--- src/rtl/pipe_hazard_ctrl.sv ---
// Stall/flush sequencer for the 5-stage pipeline: load-use, branch flush,
// memory stalls, halt draining, stall-cycle counting and data-memory timeout.
module pipe_hazard_ctrl #(
  parameter int unsigned MEM_TIMEOUT = 255
) (
  input  logic        clk,
  input  logic        rst,
  input  logic [2:0]  idRs,
  input  logic [2:0]  idRt,
  input  logic        idUsesRs,
  input  logic        idUsesRt,
  input  logic        exMemRead,
  input  logic [2:0]  exWriteRegSel,
  input  logic        brTaken,
  input  logic        imemStall,
  input  logic        dmemStall,
  input  logic        haltMem,
  output logic        enPC,
  output logic        en_IF_ID,
  output logic        en_ID_EX,
  output logic        en_EX_MEM,
  output logic        en_MEM_WB,
  output logic        flush_IF_ID,
  output logic        bubble_ID_EX,
  output logic        halted,
  output logic        memErr,
  output logic [15:0] stallCycles
);

  localparam int unsigned CntW   = 8;
  localparam int unsigned StallW = 16;

  typedef enum logic [1:0] {RUN, MEMWAIT, DRAIN, HALTED} state_t;

  state_t            state, stateNext;
  logic [CntW-1:0]   waitCnt, waitCntNext;
  logic              memErrNext;
  logic              loadUse;
  logic              stallInc;

  assign loadUse = exMemRead &
                   ((idUsesRs & (idRs == exWriteRegSel)) |
                    (idUsesRt & (idRt == exWriteRegSel)));

  // HALTED cycles are idle time, not stalls
  assign stallInc = (state != HALTED) & ~enPC;

  always_ff @(posedge clk) begin
    if (rst) begin
      state       <= RUN;
      waitCnt     <= '0;
      memErr      <= 1'b0;
      stallCycles <= '0;
    end else begin
      state   <= stateNext;
      waitCnt <= waitCntNext;
      memErr  <= memErrNext;
      if (stallInc && (stallCycles != {StallW{1'b1}}))
        stallCycles <= stallCycles + StallW'(1);
    end
  end

  always_comb begin
    stateNext    = state;
    waitCntNext  = waitCnt;
    memErrNext   = memErr;
    enPC         = 1'b1;
    en_IF_ID     = 1'b1;
    en_ID_EX     = 1'b1;
    en_EX_MEM    = 1'b1;
    en_MEM_WB    = 1'b1;
    flush_IF_ID  = 1'b0;
    bubble_ID_EX = 1'b0;
    halted       = 1'b0;

    if (rst) begin
      stateNext   = RUN;
      waitCntNext = '0;
      memErrNext  = 1'b0;
    end else begin
      case (state)
        RUN, MEMWAIT: begin
          waitCntNext = '0;
          if (dmemStall) begin
            {enPC, en_IF_ID, en_ID_EX, en_EX_MEM, en_MEM_WB} = 5'b00000;
            waitCntNext = waitCnt + CntW'(1);
            stateNext   = MEMWAIT;
            if (waitCnt == CntW'(MEM_TIMEOUT - 1)) begin
              memErrNext = 1'b1;
              stateNext  = HALTED;
            end
          end else if (haltMem) begin
            // retire the HALT, squash everything younger
            enPC         = 1'b0;
            en_EX_MEM    = 1'b0;
            flush_IF_ID  = 1'b1;
            bubble_ID_EX = 1'b1;
            stateNext    = DRAIN;
          end else begin
            stateNext = RUN;
            if (brTaken) begin
              flush_IF_ID  = 1'b1;
              bubble_ID_EX = 1'b1;
            end else if (loadUse) begin
              enPC         = 1'b0;
              en_IF_ID     = 1'b0;
              bubble_ID_EX = 1'b1;
            end else if (imemStall) begin
              enPC        = 1'b0;
              flush_IF_ID = 1'b1;
            end
          end
        end
        DRAIN: begin
          {enPC, en_IF_ID, en_ID_EX, en_EX_MEM} = 4'b0000;
          waitCntNext = '0;
          stateNext   = HALTED;
        end
        HALTED: begin
          {enPC, en_IF_ID, en_ID_EX, en_EX_MEM, en_MEM_WB} = 5'b00000;
          halted = 1'b1;
        end
        default: stateNext = RUN;
      endcase
    end
  end

endmodule

--- config.mk ---
export PLATFORM = sky130hd
export DESIGN_NAME = pipe_hazard_ctrl
export DESIGN_NICKNAME = d
export VERILOG_FILES = /design/src/rtl/pipe_hazard_ctrl.sv
export SDC_FILE = /design/constraint.sdc
export NUM_CORES = 1
export LEC_CHECK = 0
export ABC_AREA = 1
export CAP_MARGIN = 20
export CORE_UTILIZATION = 30
export DETAILED_ROUTE_END_ITERATION = 10
export PLACE_DENSITY = 0.59
export SYNTH_ARGS = -nofsm -noshare
export SYNTH_HDL_FRONTEND = slang
export SYNTH_SLANG_ARGS = --single-unit
--- constraint.sdc ---
create_clock -name clk -period 1.9 [get_ports clk]
set_input_delay 0.285 -clock clk [delete_from_list [all_inputs] [get_ports clk]]
set_output_delay 0.285 -clock clk [all_outputs]
set_load 0.05 [all_outputs]
==> results.py <==
metrics = {
    "sta": {
        "max_freq_mhz": 547.9,
        "clock-skew-final_ns": 0.002793,
        "slew_headroom_pct": 66.18,
        "timing.final.ws_setup_ns": 0.07487,
        "finalCritPeriodShare_pct": 96.06,
        "hold_viol": 0,
        "min_period_ns": 1.825,
        "hold_ws_ns": 0.4878,
        "worstMarginPinSlew_ns": 0.5057,
        "grt_setup_unrepaired": "no",
        "setup_viol": 0,
        "drv_slew": 0,
    },
    "yosys": {
        "yosys.area_share.adder_pct": 2.107,
        "synth_area_leaders": "dfxtp_1 30%, nand2_1 11%, nand3_1 7.6%, inv_1 6.3%, nor2_1 6.3%",
        "syn_nets": 276,
        "synth_edf_count": 0,
        "synth.area.mux_share_pct": 0,
        "seq_area_frac_synth_pct": 30.34,
        "yosysTopAreaCellShare_pct": 30.34,
        "synth_cells": 255,
        "yosysMostFrequentCell": "nand2_1",
        "synth_ff_type": "dfxtp_1",
        "ys_warn_count": 0,
        "async_reset_ff_share_pct": 0,
        "synth-simple-area-share_pct": 36.94,
        "synth_compound_gate_area_share_pct": 12.36,
        "syn_avg_cell_area_sq_um": 6.987,
        "synthTopCellsByCount": "51 x nand2_1, 30 x inv_1, 30 x nor2_1",
        "synth_seq_cells": 27,
        "synth_xor_area_share_pct": 7.374,
        "yosysTopAreaCell": "dfxtp_1",
        "synth_area_sq_um": 1782,
        "synth_top_family_by_area": "simple AND/OR/NAND/NOR gates",
        "ys_types": 28,
    },
    "floorplanning": {
        "die_y_microns": 79.07,
        "start_util_pct": 31.77,
        "dieWidth_microns": 79.07,
        "fp.coreArea_sq_um": 5608,
        "die_area_sq_um": 6251,
        "rows": 27,
        "io_pins": 43,
    },
    "critical_path": {
        "crit_type": "flop to output port",
        "arrival_ns": 1.54,
        "path_buf_inv": 1,
        "critPathTopFamily": "buffers and inverters",
        "cp_max_fo": 5,
        "max_stage_delay_ns": 0.84,
        "crit_chain": "clkdlybuf4s50_1",
        "start_kind": "flop",
        "endpoint_kind": "output port",
        "crit_slowest_cell": "clkdlybuf4s50_1",
        "required_ns": 1.62,
    },
    "grt": {
        "grt_max_degree": 19,
        "grt_pass1_vias": 1658,
        "antenna_found_initial": 0,
        "track_usage_pct": 14.18,
        "grt_overflow_total": 0,
        "grt_first_pass_wirelength_microns": 7155,
    },
    "detailed_routing": {
        "firstDrtPassIters": 4,
        "routedWlPerCell_microns": 11.17,
        "routed_wl_microns": 4266,
        "vias": 1746,
        "first_iter_violations": 84,
        "via_per_inst": 4.571,
        "route.detailed.drc": 0,
        "ant_nets": 0,
    },
    "clock_network": {
        "insertion_delay_ns": 0.27,
        "path_clk_slew_ns": 0.10,
        "ctsHtreeMaxLevel": 1,
        "cts.hold.buffers_added": 0,
        "numCtsBuffers": 3,
        "cts-root-buf": "clkbuf_8",
        "cts_tree": "yes",
        "clockBufferDepth": 2,
        "cts_num_sinks": 27,
    },
    "power_and_ir_drop": {
        "p_leak_nw": 1.089,
        "power_density_nw_per_um2": 516.7,
        "total_power_w": 0.001292,
        "irDropWorstVdd_v": 0.0003039,
    },
    "layout": {
        "multiInputGateArea_sq_um": 1065,
        "register_area_sq_um": 543.0,
        "nNetsFinal": 332,
        "antenna_cells": 0,
        "fillers": 591,
        "drive_gt1_share_pct": 24.52,
        "area_growth_pct": 40.31,
    },
    "placed_design": {
        "numPortBuffers": 42,
        "dp_slack_ns": -0.08882,
        "hpwl_microns": 3278,
        "gp_congestion": 0.8327,
    },
    "worst_hold_path": {
        "hold_class": "flop to flop",
    },
    "status": {
        "outcome": "complete, no violations",
    },
    "run": {
        "maxCapViolations": 0,
    },
}
## per-layer routing
metal	GRT usage, %	wire [microns]
met2	26.21	2163
met5	0	0
met3	3.333	129
met1	16.88	1960
met4	1.818	12
## final cells by class
type | instances | share of cell area (%)
multi-input cells | 189 | 42.59
repair buffers | 56 | 24.77
flip-flops and latches | 27 | 21.72
inverters | 34 | 5.455
well taps | 72 | 3.604
clock buffers | 3 | 1.652
clock inverters | 1 | 0.2002
## logic make-up (layout without fill, tap and decap cells)
kind of cell	after synthesis	count (layout)
compound gates	35	35
xor+xnor	15	15
fa+ha+maj	3	3
buf+inv	39	94
flops	27	27
simple gates	136	136
## where the power goes
group,internal (W),total [W],switching (W)
sequential,0.000580,0.000593,0.0000134
combinational,0.000154,0.000362,0.000208
clock,0.000147,0.000336,0.000189
## state kept, by name, summed over array words and instances, names as in the netlist
register     count
stallCycles     16
waitCnt          8
memErr           1
state            2
## repair_timing
| item | in CTS | in global routing |
|---|---|---|
| pin swaps | 1 | 8 |
| buffers inserted | 0 | 1 |
| resized for setup | 6 | 16 |
| setup endpoints to repair | 3 | 7 |
## metrics by stage
step | util [%] | TNS, ns | area (sq um) | instances
2_1_floorplan | - | -0.08646 | 1790 | 255
3_3_place_gp | 42.88 | -1.025 | 2405 | 377
3_5_place_dp | 42.88 | -1.371 | 2405 | 377
4_1_cts | 43.73 | -0.003919 | 2452 | 381
5_1_grt | 44.58 | 0 | 2500 | 382
6_report | 44.58 | 0 | 2500 | 382
## final timing paths
path	depth (start not counted)	start	endpoint	slack (ns)
hold reg to reg	1	memErr	memErr	0.49
hold / removal	1	memErr	memErr	0.49
setup reg to reg	9	stallCycles[0]	stallCycles[1]	0.16
setup / recovery	1	stallCycles[13]	stallCycles[13]	0.07
## placed cells by master (no fill, tap or decap), types with 2 or more instances in the layout
cell	synthesis	layout
a21oi_1	14	14
a21oi_2	10	10
buf_12	1	8
buf_4	0	16
buf_6	2	2
clkbuf_8	1	3
clkdlybuf4s50_1	0	19
dfxtp_1	27	25
dfxtp_2	0	2
dlygate4sd2_1	0	3
dlymetal6s2s_1	0	8
ha_1	3	3
inv_1	30	26
inv_2	3	5
inv_4	1	2
nand2_1	51	50
nand2_2	16	16
nand2_8	2	2
nand3_1	27	27
nand4_1	2	2
nor2_1	30	26
nor2_2	0	4
nor3_1	4	4
o21ai_0	8	7
xnor2_1	6	6
xor2_1	9	9
No activity file was read; power rests on OpenSTA's default activity.
